## src/rtl/load_store_unit_pkg.sv

```systemverilog
// Shared CPU defines for the load/store unit: RISC-V width codes, FSM states,
// and the width/alignment legality rule.
package load_store_unit_pkg;

  localparam logic [2:0] F3_B  = 3'b000;
  localparam logic [2:0] F3_H  = 3'b001;
  localparam logic [2:0] F3_W  = 3'b010;
  localparam logic [2:0] F3_BU = 3'b100;
  localparam logic [2:0] F3_HU = 3'b101;

  typedef enum logic [1:0] {
    ST_IDLE   = 2'd0,
    ST_READ   = 2'd1,
    ST_MODIFY = 2'd2,
    ST_WRITE  = 2'd3
  } lsu_state_e;

  // True when the width code is illegal for this direction or the address is misaligned.
  function automatic logic lsu_bad_format(input logic       i_we,
                                          input logic [2:0] i_funct3,
                                          input logic [1:0] i_addr_lo);
    logic bad;
    case (i_funct3)
      F3_B:    bad = 1'b0;
      F3_BU:   bad = i_we;
      F3_H:    bad = i_addr_lo[0];
      F3_HU:   bad = i_we | i_addr_lo[0];
      F3_W:    bad = |i_addr_lo;
      default: bad = 1'b1;
    endcase
    return bad;
  endfunction

endpackage

```

## src/rtl/load_store_unit_lane_align.sv

```systemverilog
// Combinational lane logic: extracts and extends load lanes, and merges
// store bytes/halves into the word read back from memory.
module lsu_lane_align
  import load_store_unit_pkg::*;
(
  input  logic [2:0]  I_funct3,
  input  logic [1:0]  I_addr_lo,
  input  logic [31:0] I_mem_word,
  input  logic [31:0] I_wdata,
  output logic [31:0] O_load_data,
  output logic [31:0] O_store_word
);

  logic [4:0]  w_byte_shift;
  logic [4:0]  w_half_shift;
  logic [7:0]  w_byte;
  logic [15:0] w_half;

  always_comb begin
    w_byte_shift = {I_addr_lo, 3'b000};
    w_half_shift = {I_addr_lo[1], 4'b0000};
    w_byte       = I_mem_word[w_byte_shift +: 8];
    w_half       = I_mem_word[w_half_shift +: 16];
    // NOTE: every output gets a default before the case so no path leaves a latch.
    O_load_data  = I_mem_word;
    O_store_word = I_wdata;
    case (I_funct3)
      F3_B: begin
        O_load_data                     = {{24{w_byte[7]}}, w_byte};
        O_store_word                    = I_mem_word;
        O_store_word[w_byte_shift +: 8] = I_wdata[7:0];
      end
      F3_BU: O_load_data = {24'h0, w_byte};
      F3_H: begin
        O_load_data                      = {{16{w_half[15]}}, w_half};
        O_store_word                     = I_mem_word;
        O_store_word[w_half_shift +: 16] = I_wdata[15:0];
      end
      F3_HU:   O_load_data = {16'h0, w_half};
      default: ;
    endcase
  end

endmodule

```

## src/rtl/load_store_unit.sv

```systemverilog
// Load/store unit: single-request FSM bridging CPU byte/half/word accesses
// onto a word-wide synchronous data memory, with read-modify-write for sub-word stores.
module load_store_unit
  import load_store_unit_pkg::*;
#(
  parameter int MEM_WORDS = 256
) (
  input  logic        I_clk,
  input  logic        I_rst_n,
  input  logic        I_req,
  input  logic        I_we,
  input  logic [2:0]  I_funct3,
  input  logic [31:0] I_addr,
  input  logic [31:0] I_wdata,
  output logic        O_busy,
  output logic        O_done,
  output logic        O_err,
  output logic [31:0] O_rdata,
  output logic        O_mem_memrw,
  output logic [31:0] O_mem_address,
  output logic [31:0] O_mem_data,
  input  logic [31:0] I_mem_data
);

  localparam logic [32:0] LP_BYTE_LIMIT = 33'(MEM_WORDS) << 2;

  lsu_state_e  r_state, w_next;
  logic        r_we, r_done, r_err;
  logic [2:0]  r_funct3;
  logic [31:0] r_addr, r_wdata, r_rdata;
  logic        w_accept, w_bad, w_busy, w_memrw;
  logic [31:0] w_load_data, w_store_word;

  assign w_accept = (r_state == ST_IDLE) && I_req;
  assign w_bad    = lsu_bad_format(I_we, I_funct3, I_addr[1:0]) ||
                    ({1'b0, I_addr} >= LP_BYTE_LIMIT);

  always_ff @(posedge I_clk) begin
    if (!I_rst_n) r_state <= ST_IDLE;
    else          r_state <= w_next;
  end

  always_comb begin
    w_next  = r_state;
    w_busy  = (r_state != ST_IDLE);
    w_memrw = (r_state == ST_WRITE) || ((r_state == ST_MODIFY) && r_we);
    case (r_state)
      ST_IDLE:
        if (w_accept && !w_bad) w_next = (I_we && I_funct3 == F3_W) ? ST_WRITE : ST_READ;
      ST_READ:   w_next = ST_MODIFY;
      ST_MODIFY: w_next = ST_IDLE;
      ST_WRITE:  w_next = ST_IDLE;
      default:   w_next = ST_IDLE;
    endcase
  end

  // NOTE: sequential state uses non-blocking assignments so every register sees pre-edge values.
  always_ff @(posedge I_clk) begin
    if (!I_rst_n) begin
      r_we     <= 1'b0;
      r_funct3 <= '0;
      r_addr   <= '0;
      r_wdata  <= '0;
      r_rdata  <= '0;
      r_done   <= 1'b0;
      r_err    <= 1'b0;
    end else begin
      r_done <= (r_state == ST_MODIFY) || (r_state == ST_WRITE) || (w_accept && w_bad);
      r_err  <= w_accept && w_bad;
      if (w_accept) begin
        r_we     <= I_we;
        r_funct3 <= I_funct3;
        r_addr   <= I_addr;
        r_wdata  <= I_wdata;
      end
      if ((r_state == ST_MODIFY) && !r_we) r_rdata <= w_load_data;
    end
  end

  lsu_lane_align u_lane_align (
    .I_funct3    (r_funct3),
    .I_addr_lo   (r_addr[1:0]),
    .I_mem_word  (I_mem_data),
    .I_wdata     (r_wdata),
    .O_load_data (w_load_data),
    .O_store_word(w_store_word)
  );

  assign O_busy        = w_busy;
  assign O_done        = r_done;
  assign O_err         = r_err;
  assign O_rdata       = r_rdata;
  // NOTE: reset gates the write enable combinationally so a reset landing mid-store writes nothing.
  assign O_mem_memrw   = w_memrw & I_rst_n;
  assign O_mem_address = w_busy ? {2'b00, r_addr[31:2]} : '0;
  assign O_mem_data    = w_memrw ? w_store_word : '0;

endmodule
```

## config.mk

```make
export PLATFORM = sky130hd
export DESIGN_NAME = load_store_unit
export DESIGN_NICKNAME = d
export VERILOG_FILES = /design/src/rtl/load_store_unit_pkg.sv /design/src/rtl/load_store_unit_lane_align.sv /design/src/rtl/load_store_unit.sv
export SDC_FILE = /design/constraint.sdc
export NUM_CORES = 1
export LEC_CHECK = 0
export ABC_AREA = 1
export CAP_MARGIN = 10
export CORE_MARGIN = 2
export CORE_UTILIZATION = 43
export DETAILED_ROUTE_END_ITERATION = 12
export PLACE_DENSITY = 0.77
export SLEW_MARGIN = 5
export SYNTH_ARGS = -nofsm -noshare
export SYNTH_HDL_FRONTEND = slang
export SYNTH_HIERARCHICAL = 1
export SYNTH_SLANG_ARGS = --single-unit
export TNS_END_PERCENT = 5
```

## constraint.sdc

```tcl
create_clock -name I_clk -period 2.3 [get_ports I_clk]
set_input_delay 0.345 -clock I_clk [delete_from_list [all_inputs] [get_ports I_clk]]
set_output_delay 0.345 -clock I_clk [all_outputs]
set_load 0.02 [all_outputs]
```

Word-level counts from Yosys, hierarchy flattened
Index checks and enable logic that the tools add are counted.
{ "classes": {"n_addsub": 2, "multipliers": 0, "div_mod_pow": 0, "n_lt_le_gt_ge": 1, "eq_ne": 11, "shift": 6, "mux": 10, "bitwise": 2, "reduce_logical": 18} }
{ "op_table": {"columns": ["op", "count"], "rows": [
  ["one-hot mux 32 bit (4 select lines)", 1],
  ["bitwise mux 32 bit", 2],
  ["one-hot mux 32 bit (2 select lines)", 1],
  [">= comparator 32 x 11 -> 1 bit (second input constant)", 1],
  ["two-way mux 32 bit", 1],
  ["variable shift 16 x 7 -> 32 bit (first input constant)", 1],
  ["variable shift 8 x 7 -> 32 bit (first input constant)", 1],
  ["indexed part select 16 x 7 -> 32 bit", 1],
  ["indexed part select 32 x 6 -> 16 bit", 1],
  ["indexed part select 32 x 6 -> 8 bit", 1],
  ["indexed part select 8 x 7 -> 32 bit", 1],
  ["two-way mux 30 bit", 1],
  ["negation 5 -> 7 bit", 2],
  ["equality test 3 bit (second input constant)", 4],
  ["equality test 3 x 1 -> 1 bit (second input constant)", 2],
  ["logical AND 1 bit", 6],
  ["logical NOT 3 bit", 2],
  ["one-hot mux 2 bit (3 select lines)", 1],
  ["one-hot mux 1 bit (5 select lines)", 1],
  ["equality test 2 bit (second input constant)", 2],
  ["logical OR 1 bit", 4],
  ["two-way mux 2 bit", 2],
  ["OR reduction 2 bit", 2],
  ["equality test 3 x 2 -> 1 bit (second input constant)", 1],
  ["7 further kinds", 8]
]} }
{ "word_totals": {"register_bits": 104, "latchBits": 0, "ram_bits": 0, "rom_bits": 0, "in_bits": 103, "word_cells": 58, "mem_count": 0} }

Depth between registers and ports, before layout
Gate-level depths: netlist of the first run.
{ "depth": {"ltp_word": 7, "depth_mapped": 12, "mapped_depth_nobuf": 9} }

Hierarchy
Netlist of the first run, hierarchy kept.
{ "modules_own_cells": {"columns": ["module", "n_inst", "cells_each", "area_each_um2"], "rows": [
  ["load_store_unit", 1, 594, 4185.3],
  ["lsu_lane_align", 1, 550, 2488.6]
]} }

Least setup slack after synthesis of the first run
OpenSTA, ideal clock, no wires.
{ "synth_path": {"path_type": "reg-to-output", "start": "register r_addr[1]", "end": "output port O_mem_data[11]", "arrival_ns": 2.051, "t_required_ns": 1.955, "path_slack_ns": -0.096, "stages_incl_launch_ff": 13, "n_path_buf": 4, "cell_sequence": "dfxtp_1 > buf_2 > inv_2 > buf_2 > ha_1 > buf_2 > clkbuf_1 > nand4_1 > nand2_1 > nand2_1 > nand3_1 > inv_1 > nor2_1"} }
{ "synth_between": {"elab_chain_cells": 5, "word_cells_on_any_way": 10, "classes_between": "add/sub: 2; shift: 4; mux: 4"} }
{ "synth_rtl": {"columns": ["element", "line_no", "text"], "rows": [
  ["from (decl)", "load_store_unit.sv:30", "logic [31:0] r_addr, r_wdata, r_rdata;"],
  ["from (signal assigned)", "load_store_unit.sv:73", "r_addr <= I_addr;"],
  ["negation 5 -> 7 bit (on tied branches)", "load_store_unit_lane_align.sv:37, load_store_unit_lane_align.sv:31", null],
  ["indexed part select 16 x 7 -> 32 bit (tied with other cells)", "load_store_unit_lane_align.sv:37", "O_store_word[w_half_shift +: 16] = I_wdata[15:0];"],
  ["bitwise mux 32 bit (on tied branches)", "load_store_unit_lane_align.sv:37, load_store_unit_lane_align.sv:31", null],
  ["one-hot mux 32 bit (2 select lines) *", "load_store_unit_lane_align.sv:27", "case (I_funct3)"],
  ["named net w_store_word[11]", "load_store_unit.sv:32", "logic [31:0] w_load_data, w_store_word;"],
  ["two-way mux 32 bit *", "load_store_unit.sv:96", "assign O_mem_data = w_memrw ? w_store_word : '0;"],
  ["to (decl)", "load_store_unit.sv:21", "output logic [31:0] O_mem_data,"]
]} }
The timed path passes the listed nets; every way through them passes the cells marked *.

Worst setup path in the final report of the first run
{ "layout_path": {"start": "register r_addr[1]", "end": "output port O_mem_data[31]"} }
The elaborated chain is that of the path after synthesis.

==> results of run 1 <==
==> cells by family after synthesis <==
family | Yosys count | synth area share, %
DFF | 104 | 31.2
buffers and inverters | 212 | 14.1
and+or+nand+nor | 619 | 38.4
AOI/OAI and AO/OA | 203 | 15.4
adders and majority gates | 5 | 0.937
other | 1 | 0.0562
==> metal layers <==
layer,track usage [%],vias to the layer above,share of wire (%)
met3,7.78,58,10
li1,-,3985,-
met5,0,-,0
met1,32.8,3499,40
met4,10.2,0,3.4
met2,42.6,412,46
==> worst register-to-register path: stages (launching register included) <==
cell     delay, ns
dfxtp_1       0.36
nor2_4        0.60
nand2_2       0.16
buf_4         0.34
o21ai_0       0.24
a21oi_1       0.07
==> cells in the mapped netlist, drive strengths merged <==
cell type / count / area (sq um)
nor2: 282 / 1090
nand2: 207 / 797
inv: 135 / 507
o21ai: 135 / 676
nand3: 117 / 586
dfxtp: 104 / 2080
a21oi: 66 / 330
buf: 57 / 353
clkbuf: 20 / 78.8
nand4: 9 / 56.3
ha: 5 / 62.6
nor3: 2 / 21.3
a21boi: 1 / 7.51
and2: 1 / 6.26
and3: 1 / 6.26
conb: 1 / 3.75
o211ai: 1 / 12.5
==> worst paths after layout <==
| path | start | cells past startpoint | endpoint |
|---|---|---|---|
| max | r_addr[1]$_SDFFE_PN0P_ | 11 | O_mem_data[31] |
| min | r_addr[28]$_SDFFE_PN0P_ | 2 | r_addr[28]$_SDFFE_PN0P_ |
| max reg2reg | r_state[1]$_SDFFE_PN0P_ | 5 | r_addr[14]$_SDFFE_PN0P_ |
| min reg2reg | r_addr[28]$_SDFFE_PN0P_ | 2 | r_addr[28]$_SDFFE_PN0P_ |
==> registers in the layout (all words and copies together) (netlist names) <==
signal    flops
O_err         1
r_wdata      32
r_we          1
r_funct3      3
r_state       2
r_addr       32
O_done        1
O_rdata      32
==> where the power goes <==
part / internal (uW) / switching (uW) / leakage [uW]
logic: 534 / 706 / 0.00350
clock network: 860 / 759 / 0.000149
registers: 1880 / 65.8 / 0.000858
==> cell type report <==
type                            instances  area, sq um  share of cell area, %
Sequential cell                       104         2090                   22.3
Clock buffer                            9          225                   2.41
Tap cell                              188          235                   2.51
Multi-Input combinational cell        829         3720                   39.7
Clock inverter                          6         78.8                  0.842
Timing Repair Buffer                  265         2500                   26.7
Inverter                              135          509                   5.44
==> metrics by stage <==
| step | total power (uW) | TNS [ns] | worst slack [ns] | cells |
|---|---|---|---|---|
| 2_1_floorplan | 2680 | -0.470 | -0.0498 | 1145 |
| 6_report | 4810 | 0 | 0.0537 | 1536 |
| 3_5_place_dp | 3150 | -1.94 | -0.194 | 1518 |
| 3_3_place_gp | 3130 | -1.29 | -0.196 | 1518 |
| 5_1_grt | 5030 | -0.434 | -0.0773 | 1536 |
| 4_1_cts | 4760 | -1.12 | -0.0970 | 1533 |
==> repair_timing <==
action / in CTS / in global routing
pin swaps: 0 / 4
gates resized for setup: 160 / 79
setup buffers: 0 / 1
endpoints found under the hold margin: 0 / 0
cloned: 0 / 2
endpoints found under the setup margin: 64 / 33
==> impl_results.md, run 1 <==
* WP data required at 1.96 ns
* Starting Density at 43.9%
* WP data arrival at 1.90 ns
* Crit-path cells: inv_4 > ha_1 > inv_2 > clkbuf_16 > nand3_1 > o21ai_1 > nand2_1 > nand2_1 > inv_1 > nor2_1 > buf_4
* Clk buf depth at 2
* CTS Root Buffer Type: clkbuf_16
* Detailed Route WL at 22.5 mm
* Minimum clock period at 2.25 ns
* Post-DP HPWL at 15.8 mm
* CTS Hold Buffers Added at 0
* Power Dens Cells at 514 nW/um^2
* Initial detailed-routing violation count at 793
* Diodes inserted at 0
* CTS buffer count at 9
* Unrepaired setup endpoints after global routing: yes
* Max-slew headroom at 42.6%
* Core area at 15200 sq um
* R2r setup slk at 0.40 ns
* Clock-pin slew on the worst setup and hold paths at 0.08 ns
* Most frequent cells in the layout: 274 x nor2_1, 199 x nand2_1, 135 x clkdlybuf4s50_1
* Final core occ at 61.6%
* First-pass GRT wire length at 34.6 mm
* Vias in the first global route at 7033
* Fin crit share at 97.7%
* Clk_lat worst skew at 0.36 ns
* Status: finished clean
* Layout cells sized above 1 at 11.4%
* P_leak at 0.00451 uW
* Syn Std Cell Area at 6670 sq um
* Routed vias at 7954
* Syn Inst Count at 1144
* Crit path capture type: primary output
* Post-synthesis sequential element count at 104
* Worst Max-Slew Pin Slew at 0.862 ns
* Largest net degree at the start of global routing at 104
* Fill cell count at 1468
* Routed wire per std cell at 14.7 microns
* Global Route Usage Sum at 26.2%
* Number of cell rows at 45
* TritonCTS clock tree: built
* CP top delay family: buffers and inverters
* Die Area at 16500 sq um
* Chip height at 129 microns
* CP max stage delay at 0.38 ns
* Worst-path maximum fanout at 12
* Max-Cap Viols at 0
* Slew Viols, Final at 0
* Area growth syn-to-layout at 40.3%
* PortBufs at 200
* Fin. Hold Viols at 0
* CP Launch Type: flop
* Avg Vias per Cell at 5.18
* Final setup violation count at 0
* Post-Syn Area per Cell at 5.83 sq um
* H-tree depth at 3
* Highest ir drop seen on vdd at 0.558 mV
* Sequential area share after synthesis at 31.2%
* Clock skew at 0.0120 ns
* Antenna viol nets, final at 0
* Fin area at 9360 sq um
* CTS sink cnt at 104
* Commonest non-fill, non-tap cell in the layout: nor2_1
* Initial DRT Pass Iterations at 6
* Die W at 129 microns
* GP Congestion at 0.917
* Buf/Inv on CP at 5
* Final nets at 1452
* Fmax at 0.445 GHz
* Yosys cell types at 27
* Hold WC Path Type: flop to flop
* Total congestion overflow at 0
* Ports at 203
* Initial antenna violation count at 0
* Cell mode on critical path: nand2_1
* Critical path's slowest cell: dfxtp_4
* Post-route DRC at 0
* Placed inst area at 9040 sq um
* Hold WS at 0.452 ns
* Critical setup path kind: flop to primary output
* Ys Warns at 6
(Power assumes the default switching activity.)
==> inputs of run 2 (changes only) <==
--- a/config.mk
+++ b/config.mk
@@ -11,6 +11,7 @@
 export CORE_UTILIZATION = 43
 export DETAILED_ROUTE_END_ITERATION = 12
 export PLACE_DENSITY = 0.77
+export REMOVE_ABC_BUFFERS = 1
 export SLEW_MARGIN = 5
 export SYNTH_ARGS = -nofsm -noshare
 export SYNTH_HDL_FRONTEND = slang
==> run 2 against run 1 <==
Clock skew fell by 0.00055 ns. Core utilization rose by 0.24 points. Sequential power barely moved. Critical path depth fell by 1. Maximum frequency rose by 1.3%. Via count fell by 1.2%. Global-route usage fell by 0.44 points. Setup slack improved by 0.030 ns. Die area did not move. Critical path type unchanged.
==> impl_results.md, run 2 (synthesis gave the netlist of run 1 again) <==
* Max-Cap Viols at 0
* Final setup violation count at 0
* Post-route DRC at 0
* Fin crit share at 96.4%
* Worst Max-Slew Pin Slew at 0.549 ns
* PortBufs at 200
* Critical setup path kind: flop to primary output
* TritonCTS clock tree: built
* Hold WC Path Type: flop to flop
* R2R depth at 9
* CTS Hold Buffers Added at 0
* Core area at 15200 sq um
* Final core occ at 61.8%
* Die W at 129 microns
* CTS Root Buffer Type: clkbuf_16
* Unrepaired setup endpoints after global routing: yes
* Largest net degree at the start of global routing at 104
* Fmax at 0.451 GHz
* Post-DP HPWL at 16.1 mm
* CTS buffer count at 9
* Fill cell count at 1461
* Most frequent cells in the layout: 273 x nor2_1, 199 x nand2_1, 167 x clkdlybuf4s50_1
* Routed wire per std cell at 14.3 microns
* GP Congestion at 0.904
* Clk_lat worst skew at 0.36 ns
* WP data required at 1.96 ns
* CTS sink cnt at 104
* Diodes inserted at 0
* Clock skew at 0.0114 ns
* Final nets at 1451
* R2r setup slk at 0.46 ns
* Antenna viol nets, final at 0
* First-pass GRT wire length at 34.3 mm
* Reg-to-Reg End: O_rdata[14]$_SDFFE_PN0P_
* Initial antenna violation count at 0
* Crit path from: r_addr[1]$_SDFFE_PN0P_
* Layout cells sized above 1 at 11.6%
* Ports at 203
* Max-slew headroom at 63.3%
* Die Area at 16500 sq um
* WP data arrival at 1.87 ns
* Total congestion overflow at 0
* Global Route Usage Sum at 25.8%
* Initial detailed-routing violation count at 717
* Status: finished clean
* CP Capture Point: O_mem_data[9]
* Number of cell rows at 45
* Commonest non-fill, non-tap cell in the layout: nor2_1
* Minimum clock period at 2.22 ns
* Crit path capture type: primary output
* # Post-CTS Setup Buffers at 0
* CP Launch Type: flop
* P_leak at 0.00432 uW
* Area growth syn-to-layout at 40.8%
* Initial DRT Pass Iterations at 6
* Clk buf depth at 2
* Reg2reg start: r_addr[1]$_SDFFE_PN0P_
* Routed vias at 7859
* Clock-pin slew on the worst setup and hold paths at 0.08 ns
* Fin. Hold Viols at 0
* Power Dens Cells at 504 nW/um^2
* Vias in the first global route at 7021
* Overall power after layout at 4740 uW
* Chip height at 129 microns
* Avg Vias per Cell at 5.12
* Starting Density at 43.9%
* Highest ir drop seen on vdd at 0.358 mV
* Worst-path maximum fanout at 6
* Detailed Route WL at 21.9 mm
* Slew Viols, Final at 0
* Hold WS at 0.453 ns
* H-tree depth at 3
-- run 2: worst min-delay path by stage --
stage / from / slack [ns] / cells after the start / endpoint
after floorplan: r_addr[10]$_SDFFE_PN0P_ / 0.43 / 2 / r_addr[10]$_SDFFE_PN0P_
after global placement: r_addr[29]$_SDFFE_PN0P_ / 0.44 / 2 / r_addr[29]$_SDFFE_PN0P_
after detailed placement: r_addr[29]$_SDFFE_PN0P_ / 0.44 / 2 / r_addr[29]$_SDFFE_PN0P_
after CTS: r_addr[29]$_SDFFE_PN0P_ / 0.46 / 2 / r_addr[29]$_SDFFE_PN0P_
after global routing: r_addr[8]$_SDFFE_PN0P_ / 0.47 / 2 / r_addr[8]$_SDFFE_PN0P_
final: r_addr[2]$_SDFFE_PN0P_ / 0.45 / 2 / r_addr[2]$_SDFFE_PN0P_
-- run 2: report_power, final --
group,internal [uW],switching [uW]
clock,850,713
combinational,536,690
sequential,1880,65.1
total,3270,1470
-- run 2: stage by stage --
stage | area (sq um) | setup TNS (ns) | std cells | setup slack [ns]
after floorplan | 6250 | -50.28 | 1068 | -1.24
after global placement | 9070 | -2.26 | 1520 | -0.112
after detailed placement | 9070 | -2.62 | 1520 | -0.141
after CTS | 9330 | -0.0222 | 1536 | -0.0222
after global routing | 9400 | -0.0996 | 1536 | -0.0169
final | 9400 | 0 | 1536 | 0.0835
-- run 2: layout make-up --
cell class / count / area (sq um) / share of cell area [%]
clock buffers: 10 / 229 / 2.44
inverters: 135 / 509 / 5.42
repair buffers: 264 / 2520 / 26.8
flip-flops and latches: 104 / 2090 / 22.2
multi-input cells: 829 / 3750 / 39.9
clock inverters: 6 / 68.8 / 0.732
well taps: 188 / 235 / 2.50
-- run 2: worst max-delay path: stages (launching register included) --
cell and delay [ns]:
dfxtp_4 0.37, inv_4 0.06, ha_4 0.30, buf_4 0.12, nand4_1 0.10, nand2_1 0.08, nand2_1 0.05, nand3_1 0.07
inv_1 0.04, nor2_1 0.14, buf_2 0.19
-- run 2: repair_timing --
action | 4_1_cts | 5_1_grt
endpoints found under the setup margin | 32 | 33
cloned | 0 | 0
gates resized for setup | 132 | 74
hold endpoints to repair | 0 | 0
pin swaps | 0 | 7
-- run 2: per-layer routing --
metal  global-route usage, %  share of wire, %  up-vias
met5                       0                 0        -
met4                    9.27               3.1        0
met3                    8.36                10       43
met2                    43.1                46      346
met1                    31.1                41     3478
li1                        -                 -     3992
==> inputs of run 3 (changes only) <==
--- a/config.mk
+++ b/config.mk
@@ -5,10 +5,9 @@
 export SDC_FILE = /design/constraint.sdc
 export NUM_CORES = 1
 export LEC_CHECK = 0
-export ABC_AREA = 1
 export CAP_MARGIN = 10
 export CORE_MARGIN = 2
-export CORE_UTILIZATION = 43
+export CORE_UTILIZATION = 42
 export DETAILED_ROUTE_END_ITERATION = 12
 export PLACE_DENSITY = 0.77
 export REMOVE_ABC_BUFFERS = 1
==> run 3 against run 2 <==
The run now ends with negative setup slack left. Sequential share of layout area up 0.52 points. Worst hold slack worse by 0.0026 ns. Combinational power down 19%. Core utilization up 1.5 points. Area after synthesis down 6.8%. Largest cell class unchanged. Highest routed layer unchanged.
==> impl_results.md, run 3 <==
* WP data arrival at 2.16 ns
* Area growth syn-to-layout at 47.4%
* Predominant post-synthesis flop cell: dfxtp_1
* Internal power at 3140 uW
* Commonest non-fill, non-tap cell in the layout: nand2_1
* Clk_lat worst skew at 0.37 ns
* Register share of total power at 43.3%
* Post-Syn Area per Cell at 7.35 sq um
* Met2 Usage GRT at 42.3%
* Fin crit share at 109%
* Top-count cell post-synth: nand2_1
* Clk buf depth at 2
* Clock-pin slew on the worst setup and hold paths at 0.08 ns
* Placed inst area at 8740 sq um
* Yosys cell types at 54
* Combinational share of power at 22.4%
* Sw frac at 29.2%
* Final setup violation count at 32
* Worst-path maximum fanout at 4
* Worst Max-Slew Pin Slew at 0.562 ns
* Met3 GRT Util at 8.16%
* H-tree depth at 3
* Layout cells sized above 1 at 18.4%
* Largest net degree at the start of global routing at 106
* Max-Cap Viols at 0
* Die Area at 15800 sq um
* Crit-path cells: inv_4 > ha_4 > nor2b_4 > and3_4 > buf_6 > buf_6 > a221oi_2 > a211oi_1 > and2_4 > buf_6
* First-pass GRT wire length at 32.9 mm
* TritonCTS clock tree: built
* Final WS setup at -0.206 ns
* Critical setup path kind: flop to primary output
* CP max stage delay at 0.36 ns
* WP data required at 1.96 ns
* Global Route Usage Sum at 25.8%
* Critical path's slowest cell: dfxtp_2
* Routed vias at 6665
* Starting Density at 43.0%
* Most frequent cells in the layout: 277 x nand2_1, 164 x clkdlybuf4s50_1, 100 x dfxtp_1
* Top cell type's share of synthesized area at 33.5%
* Ports at 203
* Clock skew at 0.0102 ns
* Sequential area share after synthesis at 33.5%
* Initial DRT Pass Iterations at 7
* Final nets at 1174
* Fin. Hold Viols at 0
* Sw power at 1290 uW
* Crit path capture type: primary output
* Syn Std Cell Area at 6220 sq um
* Synth area leaders: dfxtp_1 33%, nand2_1 17%, a21boi_1 12%, nor2b_1 3.8%, a22oi_1 2.5%
* CP Launch Type: flop
* Slew Viols, Final at 0
* Fin area at 9170 sq um
* Post-synth EDFFs at 0
* Initial detailed-routing violation count at 492
* Final core occ at 63.4%
* Fmax at 0.399 GHz
* Syn Inst Count at 847
* Detailed Route WL at 20.5 mm
* Vias in the first global route at 6412
* Max-slew headroom at 62.5%
* Buf/Inv on CP at 4
* CTS sink cnt at 104
* Power Dens Cells at 483 nW/um^2
* Commonest cells post-synth: 277 x nand2_1, 104 x dfxtp_1, 98 x a21boi_1
* CTS Root Buffer Type: clkbuf_16
* GP Congestion at 0.896
* Ys Warns at 6
* CP top delay family: simple AND/OR/NAND/NOR gates
* Routed wire per std cell at 16.3 microns
* Overall power after layout at 4430 uW
* P_leak at 0.00359 uW
* Met1 Use GR at 31.4%
* Antenna viol nets, final at 0
* Number of cell rows at 44
* PortBufs at 200
* Core area at 14500 sq um
* Post-synthesis sequential element count at 104
* Total congestion overflow at 0
* Post-route DRC at 0
* Avg Vias per Cell at 5.31
* Dominant cell type by area after synthesis: dfxtp_1
* Die W at 126 microns
* Post-DP HPWL at 14.8 mm
* Status: finished with violations
* CTS buffer count at 9
* Hold WC Path Type: flop to flop
* Failing checks: negative setup slack
* Highest ir drop seen on vdd at 0.467 mV
* Minimum clock period at 2.51 ns
* Unrepaired setup endpoints after global routing: yes
* Most crowded layer after global routing: met2
* Clk network pwr share at 34.2%
* Post-synth ARST share at 0%
* Initial antenna violation count at 0
* Cell mode on critical path: buf_6
* Chip height at 126 microns
## run 3: cell types whose count changed in the layout (fill, tap and decap cells not counted), sizes merged, moves of 11 or more
cell	delta
nor2	-252
inv	-126
nand3	-105
o21ai	-102
a21boi	+99
nand2	+71
a21oi	-52
nor2b	+38
and2	+33
a22oi	+21
or3	+16
a221oi	+15
buf	+11
mux2	+11
## run 3: final timing paths
check,startpoint,end,slack [ns],depth (start not counted)
max reg2reg,r_funct3[0]$_SDFFE_PN0P_,O_rdata[2]$_SDFFE_PN0P_,0.40,7
min,r_addr[26]$_SDFFE_PN0P_,r_addr[26]$_SDFFE_PN0P_,0.45,2
max,r_addr[1]$_SDFFE_PN0P_,O_mem_data[9],-0.21,10
min reg2reg,r_addr[26]$_SDFFE_PN0P_,r_addr[26]$_SDFFE_PN0P_,0.45,2
## run 3: what timing repair did
item,in CTS,in global routing
setup buffers,1,0
pin swaps,9,7
hold buffers,0,0
hold endpoints to repair,0,0
cloned,0,0
resized for setup,197,14
setup endpoints to repair,33,34
## run 3: final cells by class
cell class              instances  area [sq um]
well taps                     184           230
flip-flops and latches        104          2090
repair buffers                275          2640
clock buffers                   9           225
diodes                          1          2.50
inverters                       7          28.8
multi-input cells             669          3900
fillers                      1266          5310
clock inverters                 7          62.6
## run 3: kinds of logic (layout without fill, tap and decap cells)
| group | after synthesis | after routing | synth area share, % |
|---|---|---|---|
| AND/OR/NAND/NOR | 437 | 437 | 32.1 |
| AO/OA/AOI/OAI | 209 | 209 | 23.9 |
| flip-flops | 104 | 104 | 33.5 |
| buffers and inverters | 75 | 298 | 6.58 |
| multiplexers | 16 | 16 | 2.86 |
| adder cells (fa/ha/maj) | 5 | 5 | 1.01 |
| other | 1 | 3 | 0.0603 |
## run 3: power by group through the flow
stage	logic [uW]	clock network [uW]	registers [uW]
floorplan	410	0	1970
global placement	917	0	1960
detailed placement	927	0	1960
CTS	975	1550	1920
global route	1080	1630	1930
finish	995	1520	1920
## run 3: through the flow
step	setup WS [ns]	cells	TNS (ns)	hold WS (ns)
floorplan	-0.905	780	-38.00	0.430
global placement	-0.354	1238	-7.24	0.436
detailed placement	-0.378	1238	-7.99	0.441
CTS	-0.217	1255	-3.77	0.451
global route	-0.268	1255	-6.44	0.469
finish	-0.206	1256	-3.67	0.450
## run 3: layer usage
layer / share of wire, % / routed length, microns / vias to the layer above
li1: - / - / 3287
met1: 41 / 8480 / 3057
met2: 46 / 9490 / 280
met3: 9.4 / 1930 / 41
met4: 3.0 / 610 / 0
met5: 0 / 0 / -
## run 3: worst min-delay path, delay by kind of cell, from the launching register on
kind,cells,cell delay (ns)
compound gates,1,0.05
simple gates,1,0.05
flops,1,0.31
==> variant (config.mk and constraints of run 3) <==
Register the inputs `I_req`, `I_we`, `I_funct3`, `I_addr`, `I_wdata` and `I_mem_data` before use, cleared by the reset. The logic sees them one clock later.
--- a/src/rtl/load_store_unit.sv
+++ b/src/rtl/load_store_unit.sv
@@ -24,6 +24,31 @@
 
   localparam logic [32:0] LP_BYTE_LIMIT = 33'(MEM_WORDS) << 2;
 
+  logic I_req_q;
+  logic I_we_q;
+  logic [2:0] I_funct3_q;
+  logic [31:0] I_addr_q;
+  logic [31:0] I_wdata_q;
+  logic [31:0] I_mem_data_q;
+
+  always_ff @(posedge I_clk) begin
+    if (!I_rst_n) begin
+      I_req_q      <= '0;
+      I_we_q       <= '0;
+      I_funct3_q   <= '0;
+      I_addr_q     <= '0;
+      I_wdata_q    <= '0;
+      I_mem_data_q <= '0;
+    end else begin
+      I_req_q      <= I_req;
+      I_we_q       <= I_we;
+      I_funct3_q   <= I_funct3;
+      I_addr_q     <= I_addr;
+      I_wdata_q    <= I_wdata;
+      I_mem_data_q <= I_mem_data;
+    end
+  end
+
   lsu_state_e  r_state, w_next;
   logic        r_we, r_done, r_err;
   logic [2:0]  r_funct3;
@@ -31,9 +56,9 @@
   logic        w_accept, w_bad, w_busy, w_memrw;
   logic [31:0] w_load_data, w_store_word;
 
-  assign w_accept = (r_state == ST_IDLE) && I_req;
-  assign w_bad    = lsu_bad_format(I_we, I_funct3, I_addr[1:0]) ||
-                    ({1'b0, I_addr} >= LP_BYTE_LIMIT);
+  assign w_accept = (r_state == ST_IDLE) && I_req_q;
+  assign w_bad    = lsu_bad_format(I_we_q, I_funct3_q, I_addr_q[1:0]) ||
+                    ({1'b0, I_addr_q} >= LP_BYTE_LIMIT);
 
   always_ff @(posedge I_clk) begin
     if (!I_rst_n) r_state <= ST_IDLE;
@@ -46,7 +71,7 @@
     w_memrw = (r_state == ST_WRITE) || ((r_state == ST_MODIFY) && r_we);
     case (r_state)
       ST_IDLE:
-        if (w_accept && !w_bad) w_next = (I_we && I_funct3 == F3_W) ? ST_WRITE : ST_READ;
+        if (w_accept && !w_bad) w_next = (I_we_q && I_funct3_q == F3_W) ? ST_WRITE : ST_READ;
       ST_READ:   w_next = ST_MODIFY;
       ST_MODIFY: w_next = ST_IDLE;
       ST_WRITE:  w_next = ST_IDLE;
@@ -68,10 +93,10 @@
       r_done <= (r_state == ST_MODIFY) || (r_state == ST_WRITE) || (w_accept && w_bad);
       r_err  <= w_accept && w_bad;
       if (w_accept) begin
-        r_we     <= I_we;
-        r_funct3 <= I_funct3;
-        r_addr   <= I_addr;
-        r_wdata  <= I_wdata;
+        r_we     <= I_we_q;
+        r_funct3 <= I_funct3_q;
+        r_addr   <= I_addr_q;
+        r_wdata  <= I_wdata_q;
       end
       if ((r_state == ST_MODIFY) && !r_we) r_rdata <= w_load_data;
     end
@@ -80,7 +105,7 @@
   lsu_lane_align u_lane_align (
     .I_funct3    (r_funct3),
     .I_addr_lo   (r_addr[1:0]),
-    .I_mem_word  (I_mem_data),
+    .I_mem_word  (I_mem_data_q),
     .I_wdata     (r_wdata),
     .O_load_data (w_load_data),
     .O_store_word(w_store_word)
Behaviour: not the same (Yosys sat finds a counterexample within 4 cycles, from zero or initial values and one cycle with I_rst_n low).
==> variant against run 3 <==
Clock power rose by 120%. Final area up 33%. Worst setup slack worse by 170 ps. Wire length grew 24%. Area after synthesis grew 44%. Sequential cell count grew 101. Non-clock buffer count decreased by 18. Register-to-register slack got worse by 250 ps. Power grew 78%. Critical path depth is 2 lower. Global-route usage fell by 3.8 points. The run still ends with setup timing left.
==> variant: results (changes against run 3) <==
- Post-synthesis mux area share: 2.003% (-0.85 points)
- Static Leak: 4.617 nW (+29%)
- DRT Pass-1 Iters: 8 (+1)
- Clk_lat worst skew: 510 ps (+140 ps)
- Vias/cell: 5.178 (-2.4%)
- Root buf cell: clkbuf_16
- Violated checks: setup timing
- Initial antenna violation count: 3 (+3)
- FF-to-FF Start: r_addr[1]
- # nets final: 1362 (+16%)
- Switching share of total power: 22.93% (-6.2 points)
- Post-synthesis sequential area ratio: 45.94% (+12 points)
- Ratio of cells with drive above 1 in the final layout: 14.43% (-4.0 points)
- Met2 Usage GRT: 34.61% (-7.7 points)
- Critical path arrival: 2340 ps (+180 ps)
- Met1 GRT Util: 29.07% (-2.3 points)
- Hold Slack: 417.4 ps (-32.92 ps)
- Reg-to-Reg End: O_rdata[31]
- Placed Cells: 1499 (+21%)
- Area share of fa/ha/maj cells after synthesis: 0.7003% (-0.31 points)
- VDD IR-drop max: 0.5371 mV (+15%)
- Crit-path slowest cell: or3_4
- GPL Wtd Cong: 0.8844 (-1.3%)
- Final Skew: 16.61 ps (+6.460 ps)
- Total Routing Usage GR: 22.01% (-3.8 points)
- Placed cell areas: 11300 µm² (+29%)
- Num CTS Buffers: 22 (+13)
- Final HPWL DP: 16.46 mm (+11%)
- Vias in the first global route: 7430 (+16%)
- Synthesized area per cell: 8.500 µm² (+16%)
- Met2 WL: 11.56 mm (+22%)
- Met3 WL: 2.402 mm (+24%)
- Final setup viols: 44 (+38%)
- Setup_tns: -9518 ps (-5849 ps)
- Setup slack after layout: -381.0 ps (-174.6 ps)
- Ant diodes: 0 (-1)
- Met1 Wirelength: 10.59 mm (+25%)
- Post-synthesis compound-gate area fraction: 17.66% (-6.3 points)
- Most frequent cells after synthesis: nand2_1 (269), dfxtp_1 (205), and2_1 (123), a21boi_1 (98), clkbuf_1 (44)
- Post-CTS Resized: 173 (-12%)
- Highest metal used: met5
- Hold_sp: I_mem_data[24]
- Largest net degree at the start of global routing: 207 (+95%)
- First-pass GRT wire length: 39.56 mm (+20%)
- Reg2Reg Setup Slack: 150 ps (-250 ps)
- WHS Endpoint: I_mem_data_q[24]
- Yosys cell types: 56 (+3.7%)
- Run status: finished with violations
- Clock slew at reported path FFs: 60 ps (-20 ps)
- Worst-Margin Slew: 825.7 ps (+264.0 ps)
- Met3 usage: 5.671% (-2.5 points)
- Fillers: 1860 (+47%)
variant: final cells by class:
class                           instances  area, µm²  share of cell area, %
Clock buffer                           35      630.6                  5.179
Clock inverter                          3      40.04                 0.3288
Inverter                               14      57.56                 0.4727
Multi-Input combinational cell        754       4492                  36.89
Sequential cell                       205       4106                  33.72
Tap cell                              275      344.1                  2.826
Timing Repair Buffer                  257       2506                  20.58
variant: power by group through the flow:
stage	sequential [mW]	clock, mW	combinational (mW)
after floorplan	3.83	0	0.356
after global placement	3.84	0	0.725
after detailed placement	3.85	0	0.736
final	3.77	3.35	0.781
after CTS	3.77	3.40	0.768
after global routing	3.79	3.57	0.851
variant: how the worst max path moves through the flow:
stage | start | end | slack [ps]
floorplan | r_addr[1] | O_mem_data[16] | -1310
detailed placement | r_addr[1] | O_mem_data[13] | -480
finish | r_addr[1] | O_mem_data[25] | -380
global route | r_addr[0] | O_mem_data[25] | -480
CTS | r_addr[1] | O_mem_data[11] | -360
global placement | r_addr[1] | O_mem_data[12] | -420
